File: src/rtl/adder_64.sv
// Registered 64-bit adder with carry-in/out built on a three-level carry-lookahead core.
// Optional signed-overflow output enabled by defining ADDER_64_OVF_EN.

module adder_64_cla #(
    parameter int unsigned WIDTH = 64,
    parameter int unsigned GROUP = 4
) (
    input  logic [WIDTH-1:0] a,
    input  logic [WIDTH-1:0] b,
    input  logic             cin,
    output logic [WIDTH-1:0] sum,
    output logic             cout
);
    localparam int unsigned NGRP = WIDTH / GROUP;
    localparam int unsigned NBLK = NGRP / GROUP;

    // Carries into positions 0..3 of a 4-wide lookahead unit, flattened two-level logic.
    function automatic logic [3:0] cla4(input logic [3:0] g, input logic [3:0] p,
                                        input logic c0);
        logic [3:0] c;
        c[0] = c0;
        c[1] = g[0] | (p[0] & c0);
        c[2] = g[1] | (p[1] & g[0]) | (p[1] & p[0] & c0);
        c[3] = g[2] | (p[2] & g[1]) | (p[2] & p[1] & g[0]) | (p[2] & p[1] & p[0] & c0);
        return c;
    endfunction

    // {generate, propagate} of a 4-wide span.
    function automatic logic [1:0] gp4(input logic [3:0] g, input logic [3:0] p);
        logic gg;
        gg = g[3] | (p[3] & g[2]) | (p[3] & p[2] & g[1]) | (p[3] & p[2] & p[1] & g[0]);
        return {gg, &p};
    endfunction

    logic [WIDTH-1:0] w_g;
    logic [WIDTH-1:0] w_p;
    logic [WIDTH-1:0] w_c;
    logic [NGRP-1:0]  w_gg;
    logic [NGRP-1:0]  w_gp;
    logic [NGRP-1:0]  w_gc;
    logic [NBLK-1:0]  w_bg;
    logic [NBLK-1:0]  w_bp;
    logic [NBLK-1:0]  w_bc;
    logic [1:0]       w_top;

    assign w_g = a & b;
    assign w_p = a ^ b;

    always_comb begin
        w_gg = '0;
        w_gp = '0;
        for (int unsigned j = 0; j < NGRP; j++) begin
            {w_gg[j], w_gp[j]} = gp4(w_g[GROUP*j +: GROUP], w_p[GROUP*j +: GROUP]);
        end
        w_bg = '0;
        w_bp = '0;
        for (int unsigned k = 0; k < NBLK; k++) begin
            {w_bg[k], w_bp[k]} = gp4(w_gg[GROUP*k +: GROUP], w_gp[GROUP*k +: GROUP]);
        end
        w_top = gp4(w_bg, w_bp);
        w_bc  = cla4(w_bg, w_bp, cin);
        // Carries flow top-down: blocks seed groups, groups seed bits.
        w_gc = '0;
        for (int unsigned k = 0; k < NBLK; k++) begin
            w_gc[GROUP*k +: GROUP] = cla4(w_gg[GROUP*k +: GROUP], w_gp[GROUP*k +: GROUP],
                                          w_bc[k]);
        end
        w_c = '0;
        for (int unsigned j = 0; j < NGRP; j++) begin
            w_c[GROUP*j +: GROUP] = cla4(w_g[GROUP*j +: GROUP], w_p[GROUP*j +: GROUP],
                                         w_gc[j]);
        end
    end

    assign sum  = w_p ^ w_c;
    assign cout = w_top[1] | (w_top[0] & cin);
endmodule

module adder_64 #(
    parameter int unsigned WIDTH = 64,
    parameter int unsigned GROUP = 4
) (
    input  logic             clk,
    input  logic             rst,
    input  logic [WIDTH-1:0] a,
    input  logic [WIDTH-1:0] b,
    input  logic             cin,
    output logic [WIDTH-1:0] sum,
    output logic             cout
`ifdef ADDER_64_OVF_EN
    ,
    output logic             ovf
`endif
);
    logic [WIDTH-1:0] w_sum;
    logic             w_cout;
    logic [WIDTH-1:0] r_sum;
    logic             r_cout;

    adder_64_cla #(
        .WIDTH (WIDTH),
        .GROUP (GROUP)
    ) u_cla (
        .a    (a),
        .b    (b),
        .cin  (cin),
        .sum  (w_sum),
        .cout (w_cout)
    );

    always_ff @(posedge clk) begin
        if (rst) begin
            r_sum  <= '0;
            r_cout <= 1'b0;
        end else begin
            r_sum  <= w_sum;
            r_cout <= w_cout;
        end
    end

    assign sum  = r_sum;
    assign cout = r_cout;

`ifdef ADDER_64_OVF_EN
    logic w_ovf;
    logic r_ovf;

    // Signed overflow: like-signed operands producing a result of the other sign.
    assign w_ovf = (a[WIDTH-1] == b[WIDTH-1]) && (w_sum[WIDTH-1] != a[WIDTH-1]);

    always_ff @(posedge clk) begin
        if (rst) r_ovf <= 1'b0;
        else     r_ovf <= w_ovf;
    end

    assign ovf = r_ovf;
`endif
endmodule

File: config.mk
export PLATFORM = sky130hd
export DESIGN_NAME = adder_64
export DESIGN_NICKNAME = d
export VERILOG_FILES = /design/src/rtl/adder_64.sv
export SDC_FILE = /design/constraint.sdc
export NUM_CORES = 1
export LEC_CHECK = 0
export ABC_AREA = 1
export BUFFER_PORTS_ARGS = -buffer_cell sky130_fd_sc_hd__buf_2
export CORE_MARGIN = 3
export CORE_UTILIZATION = 25
export DETAILED_ROUTE_END_ITERATION = 8
export REMOVE_ABC_BUFFERS = 1
export SLEW_MARGIN = 20
export SYNTH_ARGS = -nofsm -noshare
export SYNTH_HDL_FRONTEND = slang
export SYNTH_SLANG_ARGS = --single-unit
File: constraint.sdc
create_clock -name clk -period 2.9 [get_ports clk]
set_input_delay 0.87 -clock clk [delete_from_list [all_inputs] [get_ports clk]]
set_output_delay 0.87 -clock clk [all_outputs]
set_load 0.03 [all_outputs]
==> metrics.yaml, run 1 <==
ir_worst_vdd_mv: 0.241
final_cell_mix: "buf_2, nand2_1, inv_1, nor2_1, buf_4"
critical_path.most_common_cell: "nand2_1"
place.gp.congestion: 0.810
gr-total-overflow: 0
grt_max_degree: 35
report.power.total_mw: 3.47
cp_num_cells: 14
placed_area_mm2: 0.00659
cp.buffers_inverters: 3
nFillCells: 1923
post-cts-setup-buffers: 0
cts_resized: 0
critical_path.slowest_cell: "fa_1"
syn_inst: 643
layout_setup_ws_ns: 0.222
crit_required_ns: 3.11
relSlewSlack: 0.580
hold_viol: 0
worstSetupStartpoint: "a[7]"
final_common_cell: "buf_2"
gr-usage-all-layers: 0.129
power_density_mw_per_mm2: 503
io_buffers: 195
yosys_most_used_dff: "dfxtp_1"
die_w_um: 144
fin_cells: 1154
worst_ep_arrival_time_ns: 2.89
setup_violations: 0
syn_area_mm2: 0.00476
path_cells: "buf_2 -> ha_1 -> nand2_1 -> inv_1 -> a21oi_1 -> nand2_1 -> nand2_1 -> nand2_4 -> nand2_2 -> nand3_4 -> buf_4 -> fa_1 -> xnor2_1 -> nor2_1"
h-tree-depth: 3
antenna_found_initial: 0
preCtsSetupSlack_ns: -0.117
rsz0062_at_grt: "false"
start_kind: "input pin"
ys_ff_latch: 65
drt-pass1-iter-count: 6
yosysWarnings: 0
first_global_vias: 4586
drc: 0
post-route-min-period_ns: 2.68
synth-edff-count: 0
yosysSeqAreaShare: 0.273
area_growth_pct: 44.8
synth_area_leaders: "dfxtp_1, ha_1, nand2_1"
drt_iter0_markers: 111
wl_per_cell_um: 11.7
synth.avg_cell_area_um2: 7.41
num_vias: 4811
path_clk_slew_ns: 0.06
cp_slowest_stage_delay_ns: 0.37
outcome: "finished clean"
final_layout_size_suffix_gt1_frac: 0.360
fin_crit_sh: 0.923
crit_end: "sum[49]"
dp.cells: 1137
worst_pin_slew_ns: 0.629
cts_tree: "built"
cts_made_buffers: 9
maxCapViolCount: 0
rows: 49
max_freq_ghz: 0.373
hold_buffers: 0
cts_buffer_depth: 2
worst_setup_path_end_kind: "flip-flop"
root_buffer: "clkbuf_16"
fin_util: 0.376
holdWs_ns: 0.896
dpl.hpwl_um: 11400
fin_nets: 1130
final.setup.tns_ns: 0
initial_utilization: 0.260
critical-path-top-delay-family: "adder cells"
path_class: "in2reg"
synthArstFlopShare: 0
die_area_mm2: 0.0208
die_y_um: 144
synth.distinct_cells: 33
wirelength_um: 13500
final_max_slew_viol_count: 0
coreArea_mm2: 0.0183
design_area_mm2: 0.00690
ant_nets: 0
grt_pass1_wl_um: 21100
yosysTopAreaCell: "dfxtp_1"
viasPerCell: 4.17
path_max_fanout: 6
io_pins: 196
synth.top_cell.area_share: 0.273
hold_path.class: "in2reg"
leakagePower_nw: 3.94
cts.sinks: 65
## registers in the layout (all words and copies together) (netlist names)
name,cells
sum,64
cout,1
## cells in the mapped netlist (2+ instances only)
library cell  number
nor2_2             6
nor2_1            77
inv_2              5
nand2_4            8
nand3_2            5
nand2_1          137
fa_1              16
a21oi_1           54
dfxtp_1           65
clkbuf_1           5
xnor2_1           15
a31o_2             2
nor2_4             3
nand3_1           29
nand2_2           14
a21o_1             5
o21bai_1           2
nor3_1             8
o21ai_0           12
and3_1             2
nand4_1            2
ha_1              64
inv_1             97
## layer usage
layer | wire, µm | up-vias | track usage | part of all wire
li1 | - | 2598 | - | -
met1 | 6070 | 2092 | 0.156 | 0.45
met2 | 6480 | 104 | 0.223 | 0.48
met3 | 564 | 17 | 0.0208 | 0.042
met4 | 352 | 0 | 0.0634 | 0.026
met5 | 0 | - | 0 | 0
## where the power goes
part	switching, mW	total, mW	internal [mW]	leakage (nW)
sequential	0.0300	1.04	1.01	0.542
clock	0.412	1.15	0.736	0.153
combinational	0.758	1.28	0.521	3.24
## worst min path at each step
| stage | endpoint | startpoint | cells after the start |
|---|---|---|---|
| detailed placement | sum[6] | b[6] | 3 |
| finish | sum[6] | b[6] | 3 |
| floorplan | sum[0] | rst | 1 |
| global route | sum[6] | b[6] | 3 |
| CTS | sum[6] | b[6] | 3 |
| global placement | sum[6] | b[6] | 3 |
## kinds of logic after synthesis
| kind of cell | share of synthesized area |
|---|---|
| AOI/OAI and AO/OA | 0.0927 |
| xor gates and xnor gates | 0.0294 |
| adders and majority gates | 0.235 |
| buffers and inverters | 0.0869 |
| DFF | 0.273 |
| and+or+nand+nor | 0.283 |
## worst min-delay path: cells and delay by family
family / cells / cell delay (ns)
AO/OA/AOI/OAI: 1 / 0.08
buffers and inverters: 1 / 0.08
adder cells (fa/ha/maj): 1 / 0.16
## final cells by class
type | count | area (µm²) | share of cell area
Clock inverter | 2 | 35.0 | 0.00508
Tap cell | 229 | 287 | 0.0415
Timing Repair Buffer | 272 | 1570 | 0.227
Inverter | 102 | 383 | 0.0555
Clock buffer | 14 | 274 | 0.0397
Multi-Input combinational cell | 469 | 3050 | 0.442
Antenna cell | 1 | 2.50 | 0.000363
Sequential cell | 65 | 1300 | 0.189
No activity file was read; power rests on OpenSTA's default activity.
==> run 2: changes to the inputs <==
- SYNTH_HIERARCHICAL: unset -> 1
- clock period: 2.9 -> 2.3 ns (I/O delays scaled with it)
==> metrics.yaml, run 2 <==
die_w_um: 148  # +2.5%
power_density_mw_per_mm2: 583  # +16%
holdWs_ns: 0.759  # -0.137 ns
critical_path.slowest_cell: "fa_2"
ys_ff_latch: 65  # unchanged
area_growth_pct: 67.8
leakagePower_nw: 4.64  # +18%
preCtsSetupSlack_ns: -0.579  # -0.462 ns
critical_path.most_common_cell: "nand2_4"
fin_cells: 1297  # +12%
maxCapViolCount: 0  # unchanged
drt-pass1-iter-count: 4  # -2
yosysSeqAreaShare: 0.259  # -0.0138
cts_buffer_depth: 2  # unchanged
max_freq_ghz: 0.422
viasPerCell: 4.09  # -1.9%
antenna_found_initial: 3  # +3
wirelength_um: 15000  # +12%
cp_num_cells: 15  # +1
yosysWarnings: 6  # +6
final_cell_mix: "buf_2, inv_1, buf_4, nand2_1, nor2_1"
syn_area_mm2: 0.00502  # +5.3%
cp_slowest_stage_delay_ns: 0.52  # +0.15 ns
start_kind: "input pin"
path_max_fanout: 6  # unchanged
path_clk_slew_ns: 0.06  # about the same
synth_top_cells_by_count: "nand2_1, inv_1, nor2_1"
rsz0062_at_grt: "true"
cts_tree: "built"
initial_utilization: 0.256  # -0.00380
gr-usage-all-layers: 0.131  # +0.00175
worst_setup_path_end_kind: "flip-flop"
h-tree-depth: 3  # unchanged
final_layout_size_suffix_gt1_frac: 0.498  # +0.137
yosysTopAreaCell: "dfxtp_1"
hold_path.class: "in2reg"
wl_per_cell_um: 11.6  # -0.75%
fin_nets: 1237  # +9.5%
cts.sinks: 65  # unchanged
ant_nets: 0  # unchanged
violations: "negative setup slack"
synth_area_leaders: "dfxtp_1, ha_1, nand2_1"
synth.top_cell.area_share: 0.259  # -0.0138
worst_pin_slew_ns: 0.339  # -0.289 ns
setup_violations: 11  # +11
largest_reg_flops: 64  # unchanged
synthArstFlopShare: 0  # unchanged
root_buffer: "clkbuf_16"
design_area_mm2: 0.00842  # +22%
nFillCells: 2002  # +4.1%
final_max_slew_viol_count: 0  # unchanged
gr-total-overflow: 0  # unchanged
io_buffers: 195  # unchanged
path_cells: "buf_2 -> ha_1 -> nand2_1 -> inv_1 -> a21oi_2 -> nand2_1 -> nand2_2 -> nand2_4 -> nand2_4 -> nand3_4 -> nand2_2 -> nand2_4 -> fa_2 -> inv_2 -> nor2_2"
ir_worst_vdd_mv: 0.301  # +25%
outcome: "complete, but fails checks"
drc: 0  # unchanged
yosys_most_used_dff: "dfxtp_1"
hold_buffers: 0  # unchanged
final_common_cell: "buf_2"
placed_area_mm2: 0.00716  # +8.8%
die_area_mm2: 0.0218  # +5.1%
rows: 51  # +4.1%
relSlewSlack: 0.774  # +0.193
grt_max_degree: 66  # +89%
crit_required_ns: 2.58  # -0.53 ns
dp.cells: 1270  # +12%
cp.buffers_inverters: 3  # unchanged
syn_inst: 699  # +8.7%
worstHoldPathCells: 6  # +3
coreArea_mm2: 0.0196  # +6.9%
io_pins: 196  # unchanged
synth.distinct_cells: 31  # -6.1%
layout_setup_ws_ns: -0.0674  # -0.289 ns
drt_iter0_markers: 109  # -1.8%
first_global_vias: 5112  # +11%
num_vias: 5307  # +10%
cts_made_buffers: 9  # unchanged
hold_viol: 0  # unchanged
place.gp.congestion: 0.833  # +2.8%
synth-edff-count: 0  # unchanged
post-route-min-period_ns: 2.37
die_y_um: 148  # +2.5%
dpl.hpwl_um: 11300  # -0.17%
grt_pass1_wl_um: 23000  # +9.2%
yosys.cell_count.top_type: "nand2_1"
fin_crit_sh: 1.03
critical-path-top-delay-family: "adder cells"
synth.avg_cell_area_um2: 7.18  # -3.1%
path_class: "in2reg"
worst_ep_arrival_time_ns: 2.65  # -0.24 ns
[run 2: changes by cell type in the layout (fill, tap and decap cells not counted), moves of 12 or more]
cell | before | now
nand2_2 | 14 | 53
nand2_1 | 137 | 115
buf_4 | 76 | 122
a21oi_1 | 54 | 22
o21ai_0 | 12 | 0
xor2_1 | 1 | 24
ha_4 | 0 | 39
inv_1 | 97 | 136
ha_1 | 64 | 25
[run 2: final cells by class]
| type | instances | area (µm²) | share of cell area |
|---|---|---|---|
| inverters | 151 | 567 | 0.0673 |
| diodes | 1 | 2.50 | 0.000297 |
| multi-input cells | 476 | 3890 | 0.462 |
| repair buffers | 323 | 2010 | 0.239 |
| flip-flops and latches | 65 | 1300 | 0.155 |
| clock buffers | 9 | 225 | 0.0267 |
| clock inverters | 7 | 93.8 | 0.0111 |
| well taps | 265 | 332 | 0.0394 |
[run 2: stage by stage]
step / utilization / total power, mW / TNS [ns]
3_5_place_dp: 0.366 / 3.16 / -20.76
2_1_floorplan: - / 2.42 / -3.52
6_report: 0.430 / 4.91 / -0.446
3_3_place_gp: 0.366 / 3.13 / -19.92
5_1_grt: 0.430 / 5.26 / -2.93
4_1_cts: 0.400 / 4.80 / -1.39
[run 2: worst paths after layout]
| check | start | to | slack, ns |
|---|---|---|---|
| max | a[6] | sum[56] | -0.07 |
| min | b[63] | cout | 0.76 |
[run 2: where the power goes]
part / internal [mW] / leakage (nW) / switching (mW) / total (mW)
Combinational: 0.910 / 3.95 / 1.15 / 2.06
Sequential: 1.28 / 0.541 / 0.0422 / 1.32
Clock: 0.950 / 0.152 / 0.577 / 1.53
Total: 3.14 / 4.64 / 1.77 / 4.91
[run 2: cells by family after synthesis]
group	after synthesis	share of synthesized area
simple gates	324	0.288
fa+ha+maj	80	0.223
compound gates	42	0.0499
xor+xnor	30	0.0524
buf+inv	158	0.127
flops	65	0.259
[run 2: layer usage]
layer / vias to the layer above / track usage / wire length [µm]
met5: - / 0 / 27
met1: 2368 / 0.153 / 6210
met3: 22 / 0.0414 / 1070
met2: 147 / 0.228 / 7430
li1: 2766 / - / -
met4: 4 / 0.0443 / 280
[run 2: what timing repair did]
action,CTS,global route
setup buffers,7,6
pin swaps,20,62
endpoints found under the setup margin,28,47
endpoints found under the hold margin,0,0
resized for setup,44,109
==> run 3: changes to the inputs <==
- ABC_AREA: 1 -> unset
==> metrics.yaml, run 3 <==
outcome: "complete, but fails checks"
violations: "negative setup slack"
report.power.total_mw: 4.80  # -2.2%
synth_top_family_by_area: "adder cells"
synth.distinct_cells: 54  # +74%
drt-pass1-iter-count: 4  # unchanged
cts_buffer_depth: 2  # unchanged
io_buffers: 195  # unchanged
synthArstFlopShare: 0  # unchanged
cts_tree: "built"
setup_violations: 57  # +46
h-tree-depth: 3  # unchanged
power_density_mw_per_mm2: 598  # +2.5%
syn_area_mm2: 0.00471  # -6.1%
synthAdderAreaFrac: 0.238  # +0.0144
worst_pin_slew_ns: 0.527  # +0.187 ns
yosysWarnings: 6  # unchanged
path_max_fanout: 2  # -4
preCtsSetupSlack_ns: -1.38  # -0.799 ns
path_clk_slew_ns: 0.06  # about the same
final_common_cell: "buf_2"
cp_slowest_stage_delay_ns: 0.45  # -0.07 ns
post-route-min-period_ns: 3.09  # +0.720 ns
syn_inst: 486  # -30%
worst_ep_arrival_time_ns: 3.30  # +0.65 ns
grt_max_degree: 39  # -41%
yosysSeqAreaShare: 0.276  # +0.0167
ys_ff_latch: 65  # unchanged
synth_xor_area_frac: 0.0818  # +0.0294
first_global_vias: 4686  # -8.3%
switchingPower_mw: 1.60  # -9.7%
fin_nets: 1038  # -16%
die_area_mm2: 0.0205  # -5.8%
viasPerCell: 4.42  # +8.0%
gr-total-overflow: 0  # unchanged
crit_required_ns: 2.51  # -0.07 ns
yosys_most_used_dff: "dfxtp_1"
grt_pass1_wl_um: 22600  # -1.7%
fin_crit_sh: 1.34  # +0.313
layout_setup_ws_ns: -0.788  # -0.720 ns
final_cell_mix: "buf_2, buf_4, dfxtp_1, ha_1, nor2b_1"
rows: 49  # -3.9%
ff_latch_area_mm2: 0.00130  # unchanged
power_frac_comb: 0.425  # +0.005
place.gp.congestion: 0.811  # -2.6%
seq_power_share: 0.277  # +0.008
yosysTopAreaCell: "dfxtp_1"
num_vias: 4688  # -12%
io_pins: 196  # unchanged
path_cells: "buf_6 -> ha_4 -> and2_4 -> a221oi_4 -> a211o_4 -> a2111oi_4 -> o31ai_4 -> nor3b_4 -> buf_6 -> buf_12 -> o21bai_4 -> fa_2 -> nor2b_2"
cts.sinks: 65  # unchanged
hold_buffers: 0  # unchanged
die_w_um: 143  # -3.0%
worst_setup_path_end_kind: "flip-flop"
area_growth_pct: 70.5
drc: 0  # unchanged
synth_mux_area_frac: 0  # unchanged
hold_path.class: "in2reg"
multi_input_comb_area_mm2: 0.00387  # -0.61%
final_max_slew_viol_count: 0  # unchanged
synth_top_cells_by_count: "dfxtp_1, ha_1, a21oi_1, nor2b_1, nor2b_2"
final_layout_size_suffix_gt1_frac: 0.578  # +0.0805
yosys.cell_count.top_type: "dfxtp_1"
synth-edff-count: 0  # unchanged
antenna_cells: 0  # -1
start_kind: "input pin"
critical-path-top-delay-family: "compound AO/OA/AOI/OAI gates"
root_buffer: "clkbuf_16"
antenna_found_initial: 1  # -2
gr-usage-all-layers: 0.139  # +0.00817
cp.buffers_inverters: 3  # unchanged
initial_utilization: 0.258  # +0.00186
fin_util: 0.440  # +0.0100
wl_per_cell_um: 13.7  # +18%
synth.top_cell.area_share: 0.276  # +0.0167
critical_path.most_common_cell: "buf_6"
hold_viol: 0  # unchanged
synth-simple-area-share: 0.200  # -0.0879
drt_iter0_markers: 85  # -22%
cts_made_buffers: 9  # unchanged
switching_share: 0.333  # -0.0277
maxCapViolCount: 0  # unchanged
synth_area_leaders: "dfxtp_1, ha_1, fa_1"
ir_worst_vdd_mv: 0.310  # +3.2%
coreArea_mm2: 0.0183  # -6.7%
dpl.hpwl_um: 11400  # +0.53%
path_class: "in2reg"
p_int_mw: 3.20  # +2.1%
largest_reg_flops: 64  # unchanged
ant_nets: 0  # unchanged
leakagePower_nw: 3.90  # -16%
rsz0062_at_grt: "true"
synth_compound_area_frac: 0.171  # +0.121
die_y_um: 143  # -3.0%
critical_path.slowest_cell: "fa_2"
clkPwrFrac: 0.299  # -0.012
synth.avg_cell_area_um2: 9.70  # +35%
nFillCells: 1746  # -13%
max_freq_ghz: 0.324  # -23%
wirelength_um: 14500  # -3.5%
relSlewSlack: 0.645  # -0.129
==> run 3: per-layer routing <==
layer | vias up | GRT usage | wire length (µm)
li1 | 2389 | - | -
met1 | 2136 | 0.164 | 6290
met2 | 139 | 0.246 | 7050
met3 | 22 | 0.0333 | 859
met4 | 2 | 0.0525 | 287
met5 | - | 0 | 13
==> run 3: what timing repair did <==
item,in CTS,in global routing
buffers inserted,14,7
endpoints found under the setup margin,57,56
gates resized for setup,106,20
pin swaps,53,24
==> run 3: area by class of cell <==
cell class,instances,area share
Inverter,23,0.0111
Tap cell,229,0.0357
Clock inverter,2,0.00436
Timing Repair Buffer,337,0.272
Sequential cell,65,0.162
Clock buffer,14,0.0341
Multi-Input combinational cell,391,0.481
==> run 3: power groups by stage <==
stage	Clock, mW	Combinational (mW)	Sequential, mW
after floorplan	0	0.753	1.68
after global placement	0	1.78	1.35
after detailed placement	0	1.80	1.35
after CTS	1.51	1.99	1.33
after global routing	1.55	2.23	1.34
final	1.43	2.04	1.33
==> run 3: stage by stage <==
| step | TNS (ns) | area [µm²] | std cells | hold WS [ns] |
|---|---|---|---|---|
| 2_1_floorplan | -30.87 | 4640 | 479 | 0.756 |
| 3_5_place_dp | -57.21 | 6850 | 1027 | 1.02 |
| 4_1_cts | -24.86 | 7910 | 1056 | 0.660 |
| 5_1_grt | -35.06 | 8040 | 1061 | 0.669 |
| 3_3_place_gp | -55.67 | 6850 | 1027 | 1.02 |
| 6_report | -28.97 | 8040 | 1061 | 0.677 |
==> run 3: kinds of logic after synthesis <==
kind of cell / after synthesis
and+or+nand+nor: 153
AOI/OAI and AO/OA: 114
adders and majority gates: 80
DFF: 65
xor gates and xnor gates: 44
buffers and inverters: 30
==> run 3: final timing paths <==
kind,start,end,slack [ns],cells after the start
worst max-delay path,a[3],sum[56],-0.79,13
worst min-delay path,rst,sum[34],0.68,2
